**src/rtl/instr_loader.sv**
```systemverilog
// Serial program loader: length byte, 4*N big-endian data bytes, XOR checksum byte -> instruction-memory writes.
// Releases cpu_reset only once the whole program has arrived with a matching checksum.
module instr_loader #(
    parameter int DEPTH = 32
) (
    input  logic        clk,
    input  logic        reset,
    input  logic        start,
    input  logic        byte_valid,
    input  logic [7:0]  byte_data,
    output logic        byte_ready,
    output logic        wr_en,
    output logic [31:0] wr_addr,
    output logic [31:0] wr_data,
    output logic        cpu_reset,
    output logic        done,
    output logic        error
);

    typedef enum logic [2:0] {IDLE, LEN, DATA, WRITE, CSUM, DONE, ERR} state_t;

    state_t      state, state_nxt;
    logic [7:0]  n_words;
    logic [7:0]  word_idx;
    logic [7:0]  csum;
    logic [1:0]  byte_cnt;
    logic [23:0] word_acc;
    logic        accept;
    logic        len_bad;

    assign accept  = byte_valid && byte_ready;
    assign len_bad = (byte_data == 8'd0) || (32'(byte_data) > DEPTH);

    always_comb begin
        state_nxt  = state;
        byte_ready = 1'b0;
        wr_en      = 1'b0;
        cpu_reset  = 1'b1;
        done       = 1'b0;
        error      = 1'b0;
        case (state)
            IDLE: begin
                if (start) state_nxt = LEN;
            end
            LEN: begin
                byte_ready = 1'b1;
                if (accept) state_nxt = len_bad ? ERR : DATA;
            end
            DATA: begin
                byte_ready = 1'b1;
                if (accept && byte_cnt == 2'd3) state_nxt = WRITE;
            end
            WRITE: begin
                wr_en     = 1'b1;
                state_nxt = (word_idx + 8'd1 == n_words) ? CSUM : DATA;
            end
            CSUM: begin
                byte_ready = 1'b1;
                if (accept) state_nxt = (byte_data == csum) ? DONE : ERR;
            end
            DONE: begin
                cpu_reset = 1'b0;
                done      = 1'b1;
                if (start) state_nxt = LEN;
            end
            ERR: begin
                error = 1'b1;
                if (start) state_nxt = LEN;
            end
            default: state_nxt = IDLE;
        endcase
    end

    always_ff @(posedge clk or negedge reset) begin
        if (!reset) begin
            state    <= IDLE;
            n_words  <= 8'd0;
            word_idx <= 8'd0;
            csum     <= 8'd0;
            byte_cnt <= 2'd0;
            word_acc <= 24'd0;
            wr_addr  <= 32'd0;
            wr_data  <= 32'd0;
        end else begin
            state <= state_nxt;
            case (state)
                IDLE, DONE, ERR: begin
                    if (start) begin
                        n_words  <= 8'd0;
                        word_idx <= 8'd0;
                        csum     <= 8'd0;
                        byte_cnt <= 2'd0;
                    end
                end
                LEN: begin
                    if (accept && !len_bad) n_words <= byte_data;
                end
                DATA: begin
                    if (accept) begin
                        byte_cnt <= byte_cnt + 2'd1;
                        csum     <= csum ^ byte_data;
                        word_acc <= {word_acc[15:0], byte_data};
                        // Write port registers load only on the completing byte so they hold between strobes.
                        if (byte_cnt == 2'd3) begin
                            wr_data <= {word_acc, byte_data};
                            wr_addr <= {22'd0, word_idx, 2'b00};
                        end
                    end
                end
                WRITE: word_idx <= word_idx + 8'd1;
                default: ;
            endcase
        end
    end

endmodule
```
**config.mk**
```make
export PLATFORM = sky130hd
export DESIGN_NAME = instr_loader
export DESIGN_NICKNAME = d
export VERILOG_FILES = /design/src/rtl/instr_loader.sv
export SDC_FILE = /design/constraint.sdc
export NUM_CORES = 1
export LEC_CHECK = 0
export ABC_AREA = 1
export CAP_MARGIN = 20
export CELL_PAD_IN_SITES_DETAIL_PLACEMENT = 0
export CELL_PAD_IN_SITES_GLOBAL_PLACEMENT = 1
export CORE_ASPECT_RATIO = 0.6
export CORE_MARGIN = 2
export CORE_UTILIZATION = 39
export CTS_BUF_LIST = sky130_fd_sc_hd__clkbuf_16
export DETAILED_ROUTE_END_ITERATION = 12
export GPL_ROUTABILITY_DRIVEN = 0
export GPL_TIMING_DRIVEN = 0
export PLACE_DENSITY = 0.77
export SYNTH_ARGS = -nofsm -noshare
export SYNTH_HDL_FRONTEND = slang
export SYNTH_SLANG_ARGS = --single-unit
```
**constraint.sdc**
```tcl
create_clock -name clk -period 1.6 [get_ports clk]
set_input_delay 0.24 -clock clk [delete_from_list [all_inputs] [get_ports clk]]
set_output_delay 0.24 -clock clk [all_outputs]
set_load 0.05 [all_outputs]
```
==> results of run 1 <==
final timing paths:
| path | start | endpoint | slack [ps] | cells past startpoint |
|---|---|---|---|---|
| worst min register to register | wr_data[18] | wr_data[18] | 480 | 2 |
| max in group asynchronous | reset | word_idx[0] | 590 | 3 |
| worst max-delay path | state[2] | byte_ready | -130 | 6 |
| worst min-delay path | reset | wr_data[16] | 340 | 2 |
| worst max register to register | word_idx[1] | state[1] | -50 | 12 |
| min in group clk | byte_data[2] | n_words[2] | 400 | 3 |
power by group:
part	switching [mW]	leakage (nW)	internal, mW	total [mW]
clock network	0.872	0.130	1.03	1.90
logic	2.59	1.70	1.44	4.03
registers	0.409	1.24	2.98	3.39
total	3.87	3.07	5.45	9.32
registers in the layout, summed over array words and instances, names as in the netlist:
| name | flops |
|---|---|
| byte_cnt | 2 |
| csum | 8 |
| n_words | 8 |
| state | 3 |
| word_acc | 24 |
| word_idx | 8 |
| wr_addr | 8 |
| wr_data | 32 |
per-stage QoR:
step | setup slack [ps] | hold slack (ps) | setup TNS, ps
final | -134 | 341 | -778
after global routing | -197 | 370 | -5600
after CTS | -157 | 345 | -536
after detailed placement | -706 | 173 | -24450
after global placement | -3180 | 467 | -317450
after floorplan | 36.8 | -55.6 | 0
cells in the mapped netlist:
library cell and count:
nor2_1 16, nand3_2 1, clkbuf_1 5, buf_6 2
nand3_1 28, o21ai_1 28, ha_1 2, a22oi_4 1
inv_2 6, nand4_1 9, buf_4 24, nand2_2 2
o211ai_2 1, mux2_4 12, a21oi_1 3, a21oi_2 1
nor2_2 3, conb_1 1, nand3b_1 1, buf_2 6
dfrtp_1 93, nand2_1 129, xor2_1 5, o21ai_0 38
or2_2 1, nor3_1 3, nor2_4 2, o21ai_2 1
a22o_1 5, inv_1 45, o22ai_1 3, xnor2_1 5
critical path: stages (launching register included):
cell,delay (ps)
dfrtp_1,360
inv_2,70
buf_12,130
nand2_4,110
nand2_2,70
or2_4,250
buf_8,150
cell type report:
cell class / count / area, sq um
clock inverters: 6 / 31.3
well taps: 139 / 174
clock buffers: 9 / 225
inverters: 51 / 191
multi-input cells: 324 / 1810
fillers: 988 / 4970
flip-flops and latches: 93 / 2330
repair buffers: 80 / 727
plain buffers: 37 / 273
routing by layer:
layer  up-vias  global-route usage (%)  part of all wire [%]
met5         -                       0                     0
li1       1741                       -                     -
met4         0                    4.91                  0.94
met2        77                    27.4                    42
met3         9                    4.52                   4.6
met1      1677                    29.4                    52
timing repair:
item | 4_1_cts | 5_1_grt
endpoints found under the setup margin | 137 | 85
endpoints found under the hold margin | 23 | 0
gates resized for setup | 100 | 34
hold buffers | 1 | 0
pin swaps | 8 | 14
cloned | 0 | 0
setup buffers | 13 | 9
cells by family after synthesis:
| group | share of synthesized area [%] |
|---|---|
| adders and majority gates | 0.574 |
| xor gates and xnor gates | 2.01 |
| AOI/OAI and AO/OA | 10.5 |
| muxes | 4.13 |
| other | 0.0860 |
| buffers and inverters | 10.2 |
| DFF | 53.4 |
| and+or+nand+nor | 19.1 |
==> flow_summary.yaml, run 1 <==
clocking:
  cell_chosen_for_the_clock_root: "clkbuf_16"
  cts_buffer_depth: 2
  cts-htree-levels: 3
  tritoncts: "built"
  clk_latency_ps: 350
  cts.reportedPaths.clkPinSlew_ps: 60
  cts_buf_count: 9
  cts.sink_count: 93
floorplan:
  fp.dieW_um: 140
  io_pins: 81
  start_util_pct: 40.6
  placement_rows: 29
  die_area_sq_um: 12100
  chipHeight_um: 85.9
  floorplan.core_area_sq_um: 10700
route:
  route.detailed.vias_per_inst: 4.74
  average_wire_length_per_cell_after_detail_routing_um: 15.0
  detail_route.first_pass.iterations: 4
  routed-via-count: 3504
  drt-initial-drc-count: 322
  postRouteWirelength_um: 11100
  postRouteAntennaNets: 0
  drc_errors: 0
finish:
  final-instance-count-excl-fill: 739
  post_route_cells_drive_above_1_share_pct: 22.7
  finalNetCount: 610
  final_util_pct: 53.7
  flow.area_growth_from_synthesis_pct: 32.3
  post-route-cell-area_sq_um: 5770
  antenna_cells: 0
  final_common_cell: "nand2_1"
  layout_common_cells: "nand2_1, dfrtp_1, buf_4, dlygate4sd2_1, inv_1"
critical_path:
  critical_path_class: "reg2out"
  cp.arrival_ps: 1490
  critPathMaxFanout: 4
  endpoint_kind: "output port"
  start_kind: "flip-flop"
  cp_data_required_time_ps: 1360
synthesis:
  synth.cell_area_sq_um: 4360
  synth_largest_type_area_fraction_pct: 53.4
  synthDominantAreaCellType: "dfrtp_1"
  synth.top_cells.by_area: "dfrtp_1, nand2_1, o21ai_0, buf_4, mux2_4"
  post_synthesis_instance_total: 482
  synth_seq_cells: 93
  synthesis.yosys.warnings: 0
  proportion_of_synthesized_chip_area_in_sequential_cells_pct: 53.4
  yosysUniqueCellTypes: 32
  syn_avg_cell_area_sq_um: 9.04
timing:
  final.min_clock_period_ps: 1730
  max_clock_freq_mhz: 577
  timing.final.max_slew_violations: 0
  timing.max_slew.rel_slack_pct: 64.4
  rsz0062_at_grt: "yes"
  hold_violations: 0
  worst_slack_ps: -134
  worst_clock_skew_ps: 6.38
  timing.final.crit_share_pct: 108
  worst_pin_slew_ps: 534
  setup_viol: 28
power:
  worst_case_vdd_ir_drop_uv: 850
  power_density_nw_per_um2: 1620
  total_power_mw: 9.32
  power.static_leakage_nw: 3.07
outcome:
  status: "complete, but fails checks"
  violations: "setup timing"
grt:
  grt_use_total_pct: 19.2
  grt_max_degree: 71
  antenna_found_initial: 0
  gr-total-overflow: 0
  grt_pass1_vias: 3346
  global_route_wire_length_before_repair_um: 17700
placement:
  post-place-cells: 701
  dpl_cell_area_sq_um: 5220
  detailed_place_hpwl_um: 7730
  port-buffer-count: 56
flow_run:
  cap_violations: 0
min_path:
  worstHoldPathType: "in2async"
Note: power is estimated with default switching activity, not from simulation.
==> run 2, diff against run 1 <==
--- a/config.mk
+++ b/config.mk
@@ -15,7 +15,6 @@
 export CTS_BUF_LIST = sky130_fd_sc_hd__clkbuf_16
 export DETAILED_ROUTE_END_ITERATION = 12
 export GPL_ROUTABILITY_DRIVEN = 0
-export GPL_TIMING_DRIVEN = 0
 export PLACE_DENSITY = 0.77
 export SYNTH_ARGS = -nofsm -noshare
 export SYNTH_HDL_FRONTEND = slang
==> run 2 against run 1 <==
Against the previous run: the run still ends with setup timing left; worst hold slack lost 46 ps; final cell count increased by 2.0%; via count up 3.2%; clock skew grew 0.67 ps; die area is the same; worst setup slack improved by 35 ps; maximum frequency is 2.1% higher; sequential power about the same; critical path depth up 8; total power grew 5.7%; clock power is 2% higher; global-route usage down 1.2 points; critical endpoint is now state[1].
==> flow_summary.yaml, run 2 (synthesis results as in run 1) <==
outcome:
  status: "complete, but fails checks"
  violations: "setup timing"
timing:
  timing.final.max_slew_violations: 0
  worst_clock_skew_ps: 7.05
  finalSetupTns_ps: -774
  hold_violations: 0
  max_clock_freq_mhz: 589
  setup_viol: 18
  timing.final.crit_share_pct: 106
  worst_slack_ps: -98.6
  final.min_clock_period_ps: 1700
  rsz0062_at_grt: "yes"
finish:
  finalNetCount: 624
  final_util_pct: 58.3
  flow.area_growth_from_synthesis_pct: 43.7
  antenna_cells: 0
  top_flop_regs: "wr_data x32, word_acc x24"
  final-instance-count-excl-fill: 754
  final.fill_count: 926
  largest_register_by_flop_count: "wr_data"
  final_common_cell: "dfrtp_1"
  post_route_cells_drive_above_1_share_pct: 38.9
  layout_common_cells: "dfrtp_1, buf_4, nand2_1, inv_1, nand2_2"
  largest_reg_flops: 32
critical_path:
  critical_path.reg2reg.startpoint: "word_idx[0]"
  timing.critical_path.mode_cell: "nand2_2"
  worst_path_largest_cell_delay_ps: 430
  crit_slowest_cell: "dfrtp_1"
  critical_path.n_buffers_inverters: 3
  cp_cell_sequence: "buf_6 > inv_2 > nor2_4 > buf_12 > nand2_2 > nand2_2 > nand3_2 > nand2_2 > nor2_4 > nand3_2 > nand2_2 > nand2_1 > nand2_1 > nand2_1"
  crit_path_start: "word_idx[0]"
  critPathMaxFanout: 6
  cp.arrival_ps: 1930
  cpLargestDelayFamily: "simple AND/OR/NAND/NOR gates"
  start_kind: "flip-flop"
  endpoint_kind: "flip-flop"
  critical_path_class: "reg2reg"
  cp_data_required_time_ps: 1830
clocking:
  tritoncts: "built"
  cts-htree-levels: 3
  cts_buffer_depth: 2
  cts.sink_count: 93
  cts.reportedPaths.clkPinSlew_ps: 60
  clk_latency_ps: 340
  cts_buf_count: 9
  cell_chosen_for_the_clock_root: "clkbuf_16"
placement:
  post-place-cells: 715
  detailed_place_hpwl_um: 7590
  port-buffer-count: 56
power:
  power.static_leakage_nw: 3.18
  worst_case_vdd_ir_drop_uv: 967
  total_power_mw: 9.85
  power_density_nw_per_um2: 1570
min_path:
  timing.hold.worst.start: "byte_data[1]"
  worstHoldPathType: "in2reg"
route:
  drc_errors: 0
  drt-initial-drc-count: 138
  postRouteWirelength_um: 11100
  detail_route.first_pass.iterations: 4
  average_wire_length_per_cell_after_detail_routing_um: 14.7
  routed-via-count: 3615
  postRouteAntennaNets: 0
  route.detailed.vias_per_inst: 4.79
floorplan:
  chipHeight_um: 85.9
  placement_rows: 29
  die_area_sq_um: 12100
  start_util_pct: 40.6
  fp.dieW_um: 140
  floorplan.core_area_sq_um: 10700
  io_pins: 81
grt:
  grt_max_degree: 33
  grt.met3_usage_pct: 4.91
  use_met1_pct: 27.3
  gr-total-overflow: 0
  groute.layer.met2.usage_pct: 25.0
  global_route_wire_length_before_repair_um: 16800
  antenna_found_initial: 0
  grt_use_total_pct: 18.0
  grt_pass1_vias: 3290
  grt-busiest-layer: "met1"
flow_run:
  cap_violations: 0
[run 2: changes by cell type in the layout (fill, tap and decap cells not counted), moves of 4 or more]
cell           previous run  this run
clkbuf_16                 9        13
nand2_1                 121        88
buf_12                    1        11
nand2_2                   7        38
o21ai_2                   1         8
dlygate4sd2_1            45         0
nand3_2                   3         9
nand3_1                  25        17
o21ai_0                  37        29
buf_6                     3        14
buf_4                    49        89
[run 2: area by class of cell]
class | count | area [sq um] | area share, %
flip-flops and latches | 93 | 2330 | 37.2
well taps | 139 | 174 | 2.78
clock buffers | 9 | 225 | 3.59
multi-input cells | 324 | 2010 | 32.1
repair buffers | 131 | 1290 | 20.6
inverters | 51 | 194 | 3.10
clock inverters | 7 | 41.3 | 0.659
[run 2: path summary, 6_finish.rpt]
path / slack, ps / depth (start not counted) / endpoint
setup / recovery: -100 / 14 / state[1]
hold / removal: 290 / 2 / wr_data[1]
setup reg to reg: -100 / 14 / state[1]
hold reg to reg: 490 / 2 / word_acc[20]
max in group asynchronous: 670 / 3 / state[0]
min in group asynchronous: 380 / 2 / wr_data[15]
[run 2: repair_timing]
item	in CTS	in global routing
hold buffers	1	0
endpoints found under the setup margin	6	78
hold endpoints to repair	29	0
pin swaps	7	29
buffers inserted	10	6
gates resized for setup	19	101
gates cloned	0	6
[run 2: power by group]
| part | switching, mW | internal, mW |
|---|---|---|
| clock | 0.894 | 1.04 |
| sequential | 0.418 | 2.98 |
| combinational | 2.70 | 1.81 |
| total | 4.02 | 5.83 |
[run 2: routing by layer]
metal	wire length, um	vias up
met5	0	-
met3	621	8
met1	5750	1740
met2	4640	90
li1	-	1777
met4	102	0
[run 2: stage by stage]
step / cell area, sq um / setup WS (ps) / hold slack [ps]
3_5_place_dp: 5340 / -340 / 213
6_report: 6270 / -98.6 / 295
5_1_grt: 6270 / -197 / 289
3_3_place_gp: 5340 / -238 / 209
2_1_floorplan: 4460 / 36.8 / -55.6
4_1_cts: 5760 / -73.3 / 387
==> run 3, diff against run 2 <==
==> config.mk (replaced) <==
export PLATFORM = sky130hd
export DESIGN_NAME = instr_loader
export DESIGN_NICKNAME = d
export VERILOG_FILES = /design/src/rtl/instr_loader.sv
export SDC_FILE = /design/constraint.sdc
export NUM_CORES = 1
export LEC_CHECK = 0
export ABC_AREA = 1
export CELL_PAD_IN_SITES_DETAIL_PLACEMENT = 0
export CELL_PAD_IN_SITES_GLOBAL_PLACEMENT = 1
export CORE_ASPECT_RATIO = 0.6
export CORE_MARGIN = 2
export CORE_UTILIZATION = 41
export CTS_BUF_LIST = sky130_fd_sc_hd__clkbuf_8
export DETAILED_ROUTE_END_ITERATION = 12
export GPL_ROUTABILITY_DRIVEN = 0
export PLACE_DENSITY = 0.8
export RECOVER_POWER = 50
export SYNTH_ARGS = -nofsm -noshare
export SYNTH_HDL_FRONTEND = slang
export SYNTH_SLANG_ARGS = --single-unit
==> run 3 against run 2 <==
Against the previous run: the flow still finishes with violations (setup timing); clock skew about the same; sequential power grew 2%; worst hold slack got worse by 30 ps.
==> flow_summary.yaml, run 3 (synthesis results as in run 1) <==
finish:
  antenna_cells: 0
  final.fill_count: 815
  largest_reg_flops: 32
  post_route_cells_drive_above_1_share_pct: 49.7
  top_flop_regs: "wr_data x32, word_acc x24"
  flow.area_growth_from_synthesis_pct: 56.2
  largest_register_by_flop_count: "wr_data"
  finalNetCount: 633
  layout_common_cells: "dfrtp_1, buf_4, nand2_1, inv_1, o21ai_2"
  final_common_cell: "dfrtp_1"
  post-route-cell-area_sq_um: 6810
  final-instance-count-excl-fill: 763
critical_path:
  critical_path.reg2reg.startpoint: "state[0]"
  endpoint_kind: "flip-flop"
  start_kind: "flip-flop"
  critical_path_class: "reg2reg"
  cp_data_required_time_ps: 1860
  reg2regPathDepth: 8
  critPathMaxFanout: 8
  rrSetupSlack_ps: -200
  worstReg2RegEnd: "wr_data[24]"
  cp.arrival_ps: 2060
route:
  drc_errors: 0
  postRouteAntennaNets: 0
  routed-via-count: 3841
  postRouteWirelength_um: 13000
  average_wire_length_per_cell_after_detail_routing_um: 17.1
  route.detailed.vias_per_inst: 5.03
  drt-initial-drc-count: 223
  detail_route.first_pass.iterations: 4
power:
  worst_case_vdd_ir_drop_uv: 959
  power.static_leakage_nw: 3.41
  power_density_nw_per_um2: 1590
timing:
  max_clock_freq_mhz: 554
  final.min_clock_period_ps: 1800
  timing.max_slew.rel_slack_pct: 31.8
  rsz0062_at_grt: "yes"
  worst_pin_slew_ps: 1020
  timing.final.crit_share_pct: 113
  worst_slack_ps: -204
  setup_viol: 81
  worst_clock_skew_ps: 7.43
  hold_violations: 0
  hold_ws_ps: 265
  timing.final.max_slew_violations: 0
placement:
  dp_worst_setup_slack_ps: -305
  detailed_place_hpwl_um: 7620
  dpl_cell_area_sq_um: 5280
  post-place-cells: 707
  port-buffer-count: 56
min_path:
  min_delay_path_depth: 3
  timing.hold.worst.start: "byte_data[3]"
  worstHoldPathType: "in2reg"
  timing.hold.worst_endpoint: "word_acc[3]"
outcome:
  violations: "setup timing"
  status: "complete, but fails checks"
grt:
  antenna_found_initial: 0
  global_route_wire_length_before_repair_um: 17700
  grt_max_degree: 41
  grt_use_total_pct: 19.9
  grt_pass1_vias: 3500
  gr-total-overflow: 0
clocking:
  cts.reportedPaths.clkPinSlew_ps: 90
  tritoncts: "built"
  cts_buf_count: 9
  cts.sink_count: 93
  cell_chosen_for_the_clock_root: "clkbuf_8"
  cts-htree-levels: 3
  clk_latency_ps: 370
  cts_buffer_depth: 2
flow_run:
  cap_violations: 0
floorplan:
  placement_rows: 29
  floorplan.core_area_sq_um: 10500
  fp.dieW_um: 137
  start_util_pct: 41.7
  die_area_sq_um: 11500
  io_pins: 81
  chipHeight_um: 83.9
[run 3: changes by cell type in the layout (fill, tap and decap cells not counted), moves of 3 or more]
cell / delta
o21ai_2: +31
nand2_1: -28
nand2_4: +27
o21ai_0: -24
buf_4: -12
clkbuf_8: +11
o21ai_1: -7
clkbuf_16: -5
buf_12: +3
buf_6: +3
buf_8: +3
[run 3: worst max-delay path, cell delays in order (launching register included)]
cell and delay [ps]:
dfrtp_2 450, buf_6 130, nor2_4 120, nand2_4 70, buf_6 130, nor2_4 180
nand2_8 120, clkbuf_16 200, mux2_4 290
[run 3: worst max-delay path by stage]
stage,depth (start not counted),slack (ps),startpoint,end
2_1_floorplan,2,40,state[1],cpu_reset
3_3_place_gp,9,-250,byte_data[4],state[1]
3_5_place_dp,9,-310,byte_data[3],state[1]
4_1_cts,12,-110,word_idx[0],state[2]
5_1_grt,14,-310,word_idx[1],state[1]
6_report,8,-200,state[0],wr_data[24]
[run 3: where the power goes]
group | switching [mW] | total (mW) | internal [mW]
Sequential | 0.511 | 3.48 | 2.97
Clock | 0.851 | 1.66 | 0.811
Combinational | 3.29 | 5.71 | 2.41
Total | 4.66 | 10.9 | 6.19
[run 3: repair_timing]
| item | CTS | global route |
|---|---|---|
| setup endpoints to repair | 6 | 94 |
| gates resized for setup | 30 | 222 |
| pin swaps | 6 | 36 |
| gates cloned | 1 | 14 |
| hold endpoints to repair | 35 | 0 |
| hold buffers | 1 | 0 |
| setup buffers | 7 | 17 |
[run 3: routing by layer]
metal / part of all wire, % / vias up / routed length [um] / global-route usage, %
met2: 46 / 97 / 6010 / 28.8
met4: 1.0 / 0 / 136 / 4.87
li1: - / 1810 / - / -
met5: 0 / - / 0 / 0
met3: 5.1 / 14 / 663 / 4.13
met1: 48 / 1920 / 6200 / 30.3
[run 3: area by class of cell]
class                           instances  area (sq um)  area share (%)
Clock buffer                           11           151            2.22
Tap cell                              139           174            2.55
Multi-Input combinational cell        325          2350            34.6
Sequential cell                        93          2330            34.2
Clock inverter                          5          58.8           0.864
Timing Repair Buffer                  136          1480            21.7
Inverter                               51           223            3.27
Timing Repair inverter                  3          38.8           0.570
[run 3: per-stage QoR]
stage	util (%)	TNS (ps)	power (mW)
floorplan	-	0	5.84
global placement	50.5	-5270	7.18
detailed placement	50.5	-5410	7.27
CTS	54.4	-2640	9.25
global route	65.1	-16400	11.4
finish	65.1	-9890	10.9
